`config.mk`:
```
export PLATFORM = sky130hd
export DESIGN_NAME = exception_ctrl_flat
export DESIGN_NICKNAME = d
export VERILOG_FILES = /design/src/rtl/exception_ctrl_if.sv /design/src/rtl/exception_ctrl.sv /design/src/flat_wrapper.sv
export SDC_FILE = /design/constraint.sdc
export NUM_CORES = 1
export LEC_CHECK = 0
export BUFFER_PORTS_ARGS = -buffer_cell sky130_fd_sc_hd__clkbuf_2
export CAP_MARGIN = 20
export CORE_AREA = 4 4 98 100
export DETAILED_ROUTE_END_ITERATION = 16
export DIE_AREA = 0 0 102 104
export GPL_TIMING_DRIVEN = 1
export PLACE_DENSITY = 0.72
export SLEW_MARGIN = 20
export SYNTH_ARGS = -nofsm -noshare
export SYNTH_HDL_FRONTEND = slang
export SYNTH_SLANG_ARGS = --single-unit
```
`constraint.sdc`:
```
create_clock -name clk -period 2 [get_ports clk]
set_input_delay 0.1 -clock clk [delete_from_list [all_inputs] [get_ports clk]]
set_output_delay 0.1 -clock clk [all_outputs]
set_load 0.02 [all_outputs]
```
`src/rtl/exception_ctrl_if.sv`:
```
// Commit-side, CP0-record and fetch-redirect signals of the exception controller.
// The master modport is the controller itself; the slave modport is the pipeline/CP0 side.
interface exception_ctrl_if;
  // Committing instruction
  logic        commit_valid;
  logic [31:0] commit_pc;
  logic        commit_bd;
  logic [31:0] commit_mem_addr;

  // Per-instruction exception flags
  logic        ex_adel_if;
  logic        ex_ri;
  logic        ex_sys;
  logic        ex_bp;
  logic        ex_ov;
  logic        ex_adel_ld;
  logic        ex_ades_st;
  logic        is_eret;

  // CP0 status
  logic        allow_interrupt;
  logic [7:0]  interrupt_flag;
  logic [31:0] cp0_epc;
  logic [31:0] cp0_cause;

  // CP0 exception record
  logic        exp_en;
  logic        exp_badvaddr_en;
  logic [31:0] exp_badvaddr;
  logic        exp_bd;
  logic [4:0]  exp_code;
  logic [31:0] exp_epc;
  logic        exl_clean;
  logic        exp_probe_failure;

  // Pipeline control and fetch redirect
  logic        flush;
  logic        redirect_valid;
  logic [31:0] redirect_pc;
  logic        redirect_ready;

  modport master (
    input  commit_valid, commit_pc, commit_bd, commit_mem_addr,
    input  ex_adel_if, ex_ri, ex_sys, ex_bp, ex_ov, ex_adel_ld, ex_ades_st, is_eret,
    input  allow_interrupt, interrupt_flag, cp0_epc, cp0_cause,
    output exp_en, exp_badvaddr_en, exp_badvaddr, exp_bd, exp_code, exp_epc,
    output exl_clean, exp_probe_failure,
    output flush, redirect_valid, redirect_pc,
    input  redirect_ready
  );

  modport slave (
    output commit_valid, commit_pc, commit_bd, commit_mem_addr,
    output ex_adel_if, ex_ri, ex_sys, ex_bp, ex_ov, ex_adel_ld, ex_ades_st, is_eret,
    output allow_interrupt, interrupt_flag, cp0_epc, cp0_cause,
    input  exp_en, exp_badvaddr_en, exp_badvaddr, exp_bd, exp_code, exp_epc,
    input  exl_clean, exp_probe_failure,
    input  flush, redirect_valid, redirect_pc,
    output redirect_ready
  );
endinterface

```
`src/rtl/exception_ctrl.sv`:
```
// Commit-stage exception/interrupt controller: picks the highest-priority event, emits the
// one-cycle CP0 exception record, flushes the pipeline and holds a fetch redirect until accepted.
module exception_ctrl #(
  parameter logic [31:0] ExcVector = 32'hBFC0_0380,
  parameter logic [4:0]  IntCode   = 5'd0,
  parameter logic [4:0]  AdelCode  = 5'd4,
  parameter logic [4:0]  AdesCode  = 5'd5,
  parameter logic [4:0]  SysCode   = 5'd8,
  parameter logic [4:0]  BpCode    = 5'd9,
  parameter logic [4:0]  RiCode    = 5'd10,
  parameter logic [4:0]  OvCode    = 5'd12
) (
  input logic               clk,
  input logic               rst,
  exception_ctrl_if.master  exc_io
);

  typedef enum logic [0:0] {StIdle, StRedirect} state_e;

  state_e      state_q, state_d;
  logic [31:0] redirect_pc_q, redirect_pc_d;

  logic        irq_pending;
  logic        exc_hit;
  logic [4:0]  exc_code;
  logic        exc_badv_en;
  logic [31:0] exc_badv;

  // Only ExcCode and BD are read back from Cause on ERET
  logic        unused_cause;
  assign unused_cause = ^{exc_io.cp0_cause[30:7], exc_io.cp0_cause[1:0]};

  assign irq_pending = exc_io.allow_interrupt && (|exc_io.interrupt_flag);

  // Priority decode of exceptions; ERET is handled separately as the lowest-priority event
  always_comb begin
    exc_hit     = 1'b1;
    exc_code    = IntCode;
    exc_badv_en = 1'b0;
    exc_badv    = 32'h0;
    if (irq_pending) begin
      exc_code = IntCode;
    end else if (exc_io.ex_adel_if) begin
      exc_code    = AdelCode;
      exc_badv_en = 1'b1;
      exc_badv    = exc_io.commit_pc;
    end else if (exc_io.ex_ri) begin
      exc_code = RiCode;
    end else if (exc_io.ex_ov) begin
      exc_code = OvCode;
    end else if (exc_io.ex_sys) begin
      exc_code = SysCode;
    end else if (exc_io.ex_bp) begin
      exc_code = BpCode;
    end else if (exc_io.ex_adel_ld) begin
      exc_code    = AdelCode;
      exc_badv_en = 1'b1;
      exc_badv    = exc_io.commit_mem_addr;
    end else if (exc_io.ex_ades_st) begin
      exc_code    = AdesCode;
      exc_badv_en = 1'b1;
      exc_badv    = exc_io.commit_mem_addr;
    end else begin
      exc_hit = 1'b0;
    end
  end

  always_comb begin
    state_d                  = state_q;
    redirect_pc_d            = redirect_pc_q;
    exc_io.exp_en            = 1'b0;
    exc_io.exp_badvaddr_en   = 1'b0;
    exc_io.exp_badvaddr      = 32'h0;
    exc_io.exp_bd            = 1'b0;
    exc_io.exp_code          = 5'd0;
    exc_io.exp_epc           = 32'h0;
    exc_io.exl_clean         = 1'b0;
    exc_io.flush             = 1'b0;
    exc_io.redirect_valid    = 1'b0;

    case (state_q)
      StIdle: begin
        if (exc_io.commit_valid) begin
          if (exc_hit) begin
            exc_io.exp_en          = 1'b1;
            exc_io.exp_badvaddr_en = exc_badv_en;
            exc_io.exp_badvaddr    = exc_badv;
            exc_io.exp_bd          = exc_io.commit_bd;
            exc_io.exp_code        = exc_code;
            exc_io.exp_epc         = exc_io.commit_bd ? exc_io.commit_pc - 32'd4
                                                      : exc_io.commit_pc;
            exc_io.flush           = 1'b1;
            redirect_pc_d          = ExcVector;
            state_d                = StRedirect;
          end else if (exc_io.is_eret) begin
            // Write back current EPC/Cause so only EXL changes in CP0
            exc_io.exp_en    = 1'b1;
            exc_io.exl_clean = 1'b1;
            exc_io.exp_bd    = exc_io.cp0_cause[31];
            exc_io.exp_code  = exc_io.cp0_cause[6:2];
            exc_io.exp_epc   = exc_io.cp0_epc;
            exc_io.flush     = 1'b1;
            redirect_pc_d    = exc_io.cp0_epc;
            state_d          = StRedirect;
          end
        end
      end
      StRedirect: begin
        exc_io.flush          = 1'b1;
        exc_io.redirect_valid = 1'b1;
        if (exc_io.redirect_ready) begin
          state_d = StIdle;
        end
      end
      default: state_d = StIdle;
    endcase
  end

  always_ff @(posedge clk) begin
    if (rst) begin
      state_q       <= StIdle;
      redirect_pc_q <= 32'h0;
    end else begin
      state_q       <= state_d;
      redirect_pc_q <= redirect_pc_d;
    end
  end

  assign exc_io.redirect_pc       = redirect_pc_q;
  assign exc_io.exp_probe_failure = 1'b0;

endmodule

```
`src/flat_wrapper.sv`:
```
// flat-port wrapper written by rule: the top's interface ports become plain ports
module exception_ctrl_flat 
#(
  parameter logic [31:0] ExcVector = 32'hBFC0_0380,
  parameter logic [4:0]  IntCode   = 5'd0,
  parameter logic [4:0]  AdelCode  = 5'd4,
  parameter logic [4:0]  AdesCode  = 5'd5,
  parameter logic [4:0]  SysCode   = 5'd8,
  parameter logic [4:0]  BpCode    = 5'd9,
  parameter logic [4:0]  RiCode    = 5'd10,
  parameter logic [4:0]  OvCode    = 5'd12
)
  (clk, rst, exc_io_commit_valid, exc_io_commit_pc, exc_io_commit_bd, exc_io_commit_mem_addr, exc_io_ex_adel_if, exc_io_ex_ri, exc_io_ex_sys, exc_io_ex_bp, exc_io_ex_ov, exc_io_ex_adel_ld, exc_io_ex_ades_st, exc_io_is_eret, exc_io_allow_interrupt, exc_io_interrupt_flag, exc_io_cp0_epc, exc_io_cp0_cause, exc_io_exp_en, exc_io_exp_badvaddr_en, exc_io_exp_badvaddr, exc_io_exp_bd, exc_io_exp_code, exc_io_exp_epc, exc_io_exl_clean, exc_io_exp_probe_failure, exc_io_flush, exc_io_redirect_valid, exc_io_redirect_pc, exc_io_redirect_ready);
  exception_ctrl_if exc_io_i ();
  input logic clk;
  input logic rst;
  input wire logic [$bits(exc_io_i.commit_valid)-1:0] exc_io_commit_valid;
  input wire logic [$bits(exc_io_i.commit_pc)-1:0] exc_io_commit_pc;
  input wire logic [$bits(exc_io_i.commit_bd)-1:0] exc_io_commit_bd;
  input wire logic [$bits(exc_io_i.commit_mem_addr)-1:0] exc_io_commit_mem_addr;
  input wire logic [$bits(exc_io_i.ex_adel_if)-1:0] exc_io_ex_adel_if;
  input wire logic [$bits(exc_io_i.ex_ri)-1:0] exc_io_ex_ri;
  input wire logic [$bits(exc_io_i.ex_sys)-1:0] exc_io_ex_sys;
  input wire logic [$bits(exc_io_i.ex_bp)-1:0] exc_io_ex_bp;
  input wire logic [$bits(exc_io_i.ex_ov)-1:0] exc_io_ex_ov;
  input wire logic [$bits(exc_io_i.ex_adel_ld)-1:0] exc_io_ex_adel_ld;
  input wire logic [$bits(exc_io_i.ex_ades_st)-1:0] exc_io_ex_ades_st;
  input wire logic [$bits(exc_io_i.is_eret)-1:0] exc_io_is_eret;
  input wire logic [$bits(exc_io_i.allow_interrupt)-1:0] exc_io_allow_interrupt;
  input wire logic [$bits(exc_io_i.interrupt_flag)-1:0] exc_io_interrupt_flag;
  input wire logic [$bits(exc_io_i.cp0_epc)-1:0] exc_io_cp0_epc;
  input wire logic [$bits(exc_io_i.cp0_cause)-1:0] exc_io_cp0_cause;
  output wire logic [$bits(exc_io_i.exp_en)-1:0] exc_io_exp_en;
  output wire logic [$bits(exc_io_i.exp_badvaddr_en)-1:0] exc_io_exp_badvaddr_en;
  output wire logic [$bits(exc_io_i.exp_badvaddr)-1:0] exc_io_exp_badvaddr;
  output wire logic [$bits(exc_io_i.exp_bd)-1:0] exc_io_exp_bd;
  output wire logic [$bits(exc_io_i.exp_code)-1:0] exc_io_exp_code;
  output wire logic [$bits(exc_io_i.exp_epc)-1:0] exc_io_exp_epc;
  output wire logic [$bits(exc_io_i.exl_clean)-1:0] exc_io_exl_clean;
  output wire logic [$bits(exc_io_i.exp_probe_failure)-1:0] exc_io_exp_probe_failure;
  output wire logic [$bits(exc_io_i.flush)-1:0] exc_io_flush;
  output wire logic [$bits(exc_io_i.redirect_valid)-1:0] exc_io_redirect_valid;
  output wire logic [$bits(exc_io_i.redirect_pc)-1:0] exc_io_redirect_pc;
  input wire logic [$bits(exc_io_i.redirect_ready)-1:0] exc_io_redirect_ready;
  assign exc_io_i.commit_valid = exc_io_commit_valid;
  assign exc_io_i.commit_pc = exc_io_commit_pc;
  assign exc_io_i.commit_bd = exc_io_commit_bd;
  assign exc_io_i.commit_mem_addr = exc_io_commit_mem_addr;
  assign exc_io_i.ex_adel_if = exc_io_ex_adel_if;
  assign exc_io_i.ex_ri = exc_io_ex_ri;
  assign exc_io_i.ex_sys = exc_io_ex_sys;
  assign exc_io_i.ex_bp = exc_io_ex_bp;
  assign exc_io_i.ex_ov = exc_io_ex_ov;
  assign exc_io_i.ex_adel_ld = exc_io_ex_adel_ld;
  assign exc_io_i.ex_ades_st = exc_io_ex_ades_st;
  assign exc_io_i.is_eret = exc_io_is_eret;
  assign exc_io_i.allow_interrupt = exc_io_allow_interrupt;
  assign exc_io_i.interrupt_flag = exc_io_interrupt_flag;
  assign exc_io_i.cp0_epc = exc_io_cp0_epc;
  assign exc_io_i.cp0_cause = exc_io_cp0_cause;
  assign exc_io_exp_en = exc_io_i.exp_en;
  assign exc_io_exp_badvaddr_en = exc_io_i.exp_badvaddr_en;
  assign exc_io_exp_badvaddr = exc_io_i.exp_badvaddr;
  assign exc_io_exp_bd = exc_io_i.exp_bd;
  assign exc_io_exp_code = exc_io_i.exp_code;
  assign exc_io_exp_epc = exc_io_i.exp_epc;
  assign exc_io_exl_clean = exc_io_i.exl_clean;
  assign exc_io_exp_probe_failure = exc_io_i.exp_probe_failure;
  assign exc_io_flush = exc_io_i.flush;
  assign exc_io_redirect_valid = exc_io_i.redirect_valid;
  assign exc_io_redirect_pc = exc_io_i.redirect_pc;
  assign exc_io_i.redirect_ready = exc_io_redirect_ready;
  exception_ctrl #(.ExcVector(ExcVector), .IntCode(IntCode), .AdelCode(AdelCode), .AdesCode(AdesCode), .SysCode(SysCode), .BpCode(BpCode), .RiCode(RiCode), .OvCode(OvCode)) u_core (.clk(clk), .rst(rst), .exc_io(exc_io_i));
endmodule
```
==> out/results.ini, run 1 <==
[grt]
grt_pass1_vias=3757
grt_util_all_layers_pct=21.37
grt_overflow=0
grt_max_degree=36
grt_pass1_wl_um=18440
antenna_found_initial=0

[critical_path]
r2r-start=u_core.state_q
crit_top_cell=or4_4
r2r_slack_ns=0.52
cpPeakStageDelay_ns=0.57
cpMaxStageDelayCell=or4_4
crit_path_end_kind=output port
critPathMaxFanout=7
crit_arrival_ns=1.96
cp_cell_sequence=buf_6 > or4_4 > or4_4 > o31ai_4 > inv_4 > o21ai_2 > a31oi_1 > buf_4
cp_data_required_time_ns=1.90
r2r_cells=8
cp-start-kind=primary input
crit_start=exc_io_ex_ri
critical_path_class=primary input to output port

[timing]
setup_ws_ns=-0.06082
layout_min_cycle_time_ns=2.061
tns_ns=-0.1702
fin_crit_sh_pct=103.0
rsz0062_at_grt=true
hold-worst-slack_ns=0.06584
slew_violations=0
setup_viol=10
tightest_slew_ns=0.7429
hold_viol_final=0
slew_headroom_pct=50.48
fin_worst_skew_ns=0.004840
max_freq_mhz=485.2

[synth]
async_flop_share_pct=0
synth_seq_cells=33
ys.warnings.count=0
ys_seq_area_share_pct=24.85
mappedNetlistArea_um2=2659
synth_top_area_cell=dfxtp_1
netlist_top_cells_area=dfxtp_1, mux2i_1, nor2_1, nand2_1, xnor2_1
synthesis.nets=519
syn_avg_cell_area_um2=7.225
yosysTopAreaCellShare_pct=24.85
syn_inst=368
ys_types=51
synth_ff_type=dfxtp_1
synth_edf_count=0

[final_layout]
drive_gt1_share_pct=52.98
antenna_cells=0
syn2layout_area_growth_pct=77.79
layout.nets=789
design_area_um2=4727

[detailed_routing]
vias=3762
drcViolationCount=0
routed_wl_um=12240
drt_pre_antenna_iters=4
wl_per_cell_um=16.40
ant_nets=0
via_per_inst=5.043
first_iter_violations=104

[hold_path]
min_from=exc_io_cp0_epc[3]
worst_hold_path_type=primary input to flop
hold_depth=3

[flow_run]
drv_cap=0

[die]
rows=34
die_h_um=104
core_um2=8678
dieArea_um2=10610
io_pins=258
initial_core_util_pct=30.64
die_w_um=102

[placed_design]
place_area_um2=4253
portBuffers=230
dp_hpwl_um=9581
gp_congestion=0.8463

[clocking]
clk_path_buf_depth=2
cts_buffers=5
cts_sinks=33
clk_latency_ns=0.28
cts_tree=built
htree_num_levels=2
clkSlewWorstSetupHoldPaths_ns=0.07
cts_root_buf=clkbuf_8

[power_and_ir_drop]
power_density_nw_per_um2=420.2
p_leak_uw=0.002304
finalPower_uw=1986
vdd_drop_max_mv=0.2796

[outcome]
violations=negative setup slack
outcome=finished with violations

==> metal layers <==
metal | GRT usage (%) | wire length (um) | vias up
met5 | 0 | 0 | -
met4 | 4.686 | 119 | 0
met1 | 26.60 | 4982 | 1754
met3 | 3.756 | 832 | 14
met2 | 37.79 | 6305 | 143
li1 | - | - | 1851
==> critical path: cells and delay by family <==
kind                   cells  cell delay (ns)
AND/OR/NAND/NOR            2             1.02
AO/OA/AOI/OAI              3             0.44
buffers and inverters      3             0.38
==> layout make-up <==
class / instances / area (um2)
clock buffer: 7 / 86.33
fill: 843 / 3951
inverter: 7 / 28.78
multi-input combinational: 306 / 2036
sequential: 33 / 660.6
tap: 108 / 135.1
timing repair buffer: 285 / 1780
==> path summary, 6_finish.rpt <==
| check | end |
|---|---|
| max | exc_io_exp_epc[22] |
| min | u_core.exc_io.redirect_pc[3] |
| max reg2reg | u_core.exc_io.redirect_pc[28] |
| min reg2reg | u_core.exc_io.redirect_pc[5] |
==> cells by family after synthesis <==
| kind of cell | share of synthesized area, % |
|---|---|
| AOI/OAI and AO/OA | 20.80 |
| xor gates and xnor gates | 8.565 |
| adders and majority gates | 0.4705 |
| buffers and inverters | 5.365 |
| DFF | 24.85 |
| muxes | 11.67 |
| other | 0.1410 |
| and+or+nand+nor | 28.14 |
==> registers in the layout, indices dropped and copies added, names as in the netlist <==
signal,cells
u_core.exc_io.redirect_pc,32
u_core.state_q,1
==> stage by stage <==
stage	worst slack (ns)	utilization, %	std cells
after floorplan	-0.06380	-	368
after global placement	-0.1323	49.01	731
after detailed placement	-0.1808	49.01	731
after CTS	-0.03578	51.66	744
after global routing	-0.1368	54.47	746
final	-0.06082	54.47	746
==> Yosys cell counts (all sizes together), types with 10 or more instances <==
master,number
o21ai,31
nor2,60
a21oi,26
buf,10
nor4,11
mux2i,31
clkbuf,12
nand2,51
dfxtp,33
o22ai,12
xnor2,19
==> layout by cell type (no fill, tap or decap), types with 4 or more instances in the layout <==
master / instances
nand2_1: 47
buf_12: 4
xnor2_1: 19
clkbuf_8: 6
a22o_1: 5
dfxtp_1: 33
mux2i_1: 31
inv_1: 5
buf_2: 6
xor2_1: 7
nand2_2: 4
nor4_1: 7
nor2_1: 60
a21oi_2: 4
a21oi_1: 22
o21ai_1: 6
o22ai_2: 9
clkbuf_2: 190
or4_4: 4
o21ai_2: 7
nor3_1: 5
buf_4: 70
buf_6: 11
or3_1: 6
o21ai_0: 17
==> report_power, final <==
group / total (uW) / switching (uW) / internal [uW]
logic: 766 / 422 / 343
registers: 696 / 17.3 / 679
clock network: 524 / 251 / 274
total: 1990 / 690 / 1300
==> timing repair <==
item                       in CTS  in global routing
pin swaps                       4                  3
gates resized for setup        34                 98
hold buffers                    0                  0
buffers inserted                6                  2
cloned                          0                  1
hold endpoints to repair        0                  0
setup endpoints to repair      38                 52
No activity file was read; power rests on OpenSTA's default activity.
==> inputs of run 2 (changes only) <==
--- a/config.mk
+++ b/config.mk
@@ -6,11 +6,11 @@
 export NUM_CORES = 1
 export LEC_CHECK = 0
+export ABC_AREA = 1
 export BUFFER_PORTS_ARGS = -buffer_cell sky130_fd_sc_hd__clkbuf_2
 export CAP_MARGIN = 20
-export CORE_AREA = 4 4 98 100
+export CORE_MARGIN = 4
+export CORE_UTILIZATION = 36
 export DETAILED_ROUTE_END_ITERATION = 16
-export DIE_AREA = 0 0 102 104
-export GPL_TIMING_DRIVEN = 1
-export PLACE_DENSITY = 0.72
+export PLACE_DENSITY = 0.78
 export SLEW_MARGIN = 20
 export SYNTH_ARGS = -nofsm -noshare
==> constraint.sdc (replaced) <==
create_clock -name clk -period 2 [get_ports clk]
set_input_delay 0.2 -clock clk [delete_from_list [all_inputs] [get_ports clk]]
set_output_delay 0.2 -clock clk [all_outputs]
set_load 0.02 [all_outputs]
==> run 2 against run 1 <==
The flow now finishes without violations. Via count rose by 19%. Sequential share of layout area fell by 0.17 points. Register-to-register slack improved by 0.11 ns. Clock skew rose by 0.0021 ns. Hold slack improved by 0.11 ns. Highest routed layer unchanged.
==> out/results.ini, run 2 <==
[final_layout]
n_fill_cell=980
layout.nets=959
mostFrequentLayoutCells=clkbuf_2, nand2_1, inv_1, nor2_1, nand3_1
drive_gt1_share_pct=37.70
syn2layout_area_growth_pct=48.31
layout_commonest_cell=clkbuf_2
largest_reg_flops=32
antenna_cells=0
register_area_um2=660.6
multi_input_area_um2=2198

[critical_path]
crit_top_cell=clkbuf_2
cp_cell_sequence=clkbuf_2 > nor2_2 > nand2_2 > nor3_4 > buf_4 > nand3_4 > nand2_4 > inv_1 > nand2_1 > a21oi_1 > clkbuf_2
critical_path_class=primary input to output port
cpPeakStageDelay_ns=0.22
critPathMaxFanout=13
crit_path_end_kind=output port
crit_buf_inv=4
cpLargestDelayFamily=simple AND/OR/NAND/NOR gates
cpMaxStageDelayCell=buf_4
cp-start-kind=primary input
crit_arrival_ns=1.69
cp_data_required_time_ns=1.80

[placed_design]
dp_hpwl_um=10740
portBuffers=230
gp_congestion=0.8624
pre_cts_ws_ns=0.06674

[timing]
tns_ns=0
fin_worst_skew_ns=0.006954
layout_min_cycle_time_ns=1.892
tightest_slew_ns=0.5770
setup_ws_ns=0.1076
slew_headroom_pct=61.53
fin_crit_sh_pct=94.62
rsz0062_at_grt=true
slew_violations=0
hold_viol_final=0
setup_viol=0
max_freq_mhz=528.4

[detailed_routing]
ant_nets=0
via_per_inst=4.880
drt_pre_antenna_iters=5
first_iter_violations=208
wl_per_cell_um=14.09
vias=4475
routed_wl_um=12920
drcViolationCount=0

[synth]
ys_types=33
yosysTopAreaCellShare_pct=20.47
synth.most_common_cell=nand2_1
synth_edf_count=0
syn_inst=577
synthesis.nets=728
synth_seq_cells=33
mappedNetlistArea_um2=3227
netlist_top_cells_area=dfxtp_1, nand2_1, nand3_1, inv_1, nor2_1
ys_seq_area_share_pct=20.47
ys.warnings.count=0
synth_common_cells=nand2_1, inv_1, nor2_1, nand3_1, o21ai_0
synth_ff_type=dfxtp_1
synth_top_area_cell=dfxtp_1
syn_avg_cell_area_um2=5.592
async_flop_share_pct=0

[grt]
antenna_found_initial=0
grt_pass1_wl_um=19530
grt_max_degree=62
grt_pass1_vias=4038
grt_overflow=0
grt_util_all_layers_pct=23.06

[clocking]
cts_sinks=33
postCtsHoldBufs=0
htree_num_levels=2
clkSlewWorstSetupHoldPaths_ns=0.08
clk_path_buf_depth=2
cts_buffers=5
cts_tree=built
clk_latency_ns=0.28
cts_root_buf=clkbuf_8

[die]
io_pins=258
dieArea_um2=10540
initial_core_util_pct=37.00
die_w_um=102.7
core_um2=8721
rows=34
die_h_um=102.7

[flow_run]
drv_cap=0

[outcome]
outcome=finished clean

[power_and_ir_drop]
p_leak_uw=0.002605
power_density_nw_per_um2=408.1
vdd_drop_max_mv=0.3767

[hold_path]
worst_hold_path_type=primary input to flop

## run 2: metrics by stage
step                hold slack (ns)  instance area, um2  utilization [%]  std cells  total power [uW]
finish                       0.1780                4786            54.88        917              1953
global route                 0.1808                4786            54.88        917              2075
CTS                          0.1703                4656            53.39        916              1945
detailed placement           0.4567                4564            52.34        908              1435
global placement             0.4522                4564            52.34        908              1432
floorplan                    0.3636                3227                -        577              1114
## run 2: routing by layer
| layer | GRT usage, % | vias up | part of all wire [%] |
|---|---|---|---|
| met5 | 0 | - | 0 |
| met4 | 2.119 | 0 | 0.15 |
| met3 | 5.007 | 2 | 7.9 |
| met2 | 41.76 | 150 | 50 |
| met1 | 29.02 | 1972 | 42 |
| li1 | - | 2351 | - |
## run 2: what timing repair did
item	4_1_cts	5_1_grt
setup endpoints to repair	1	49
buffers inserted	0	1
endpoints found under the hold margin	0	0
cloned	0	0
pin swaps	0	2
gates resized for setup	1	67
## run 2: cell type report
cell class / count / share of cell area [%]
well taps: 108 / 2.824
inverters: 83 / 6.562
repair buffers: 254 / 29.07
flip-flops and latches: 33 / 13.80
clock inverters: 3 / 0.3660
clock buffers: 5 / 1.438
multi-input cells: 431 / 45.93
## run 2: kinds of logic (layout without fill, tap and decap cells)
family	after synthesis	after routing	share of synthesized area [%]
simple gates	300	300	40.91
compound gates	124	124	22.18
buf+inv	113	345	14.58
flops	33	33	20.47
other cells	1	1	0.1162
xor+xnor	5	5	1.357
fa+ha+maj	1	1	0.3877
## run 2: final timing paths
path                                               startpoint  slack (ns)  depth (start not counted)                       endpoint
worst min register to register  u_core.exc_io.redirect_pc[16]        0.47                          2  u_core.exc_io.redirect_pc[16]
worst min-delay path                        exc_io_cp0_epc[4]        0.18                          3   u_core.exc_io.redirect_pc[4]
worst max-delay path                             exc_io_ex_ov        0.11                         11              exc_io_exp_epc[9]
worst max register to register                 u_core.state_q        0.63                          7  u_core.exc_io.redirect_pc[12]
## run 2: power by group
group	total, uW	leakage (uW)	switching, uW	internal [uW]
Sequential	689	0.000269	11.0	678
Combinational	755	0.00229	480	275
Clock	509	0.0000439	269	241
## run 2: worst register-to-register path: stages, from the launching register on
cell and delay, ns:
dfxtp_1 0.33, inv_1 0.07, nand2_2 0.11, inv_4 0.06, nand2_4 0.15, buf_4 0.30, nand2_1 0.09, a21oi_1 0.16
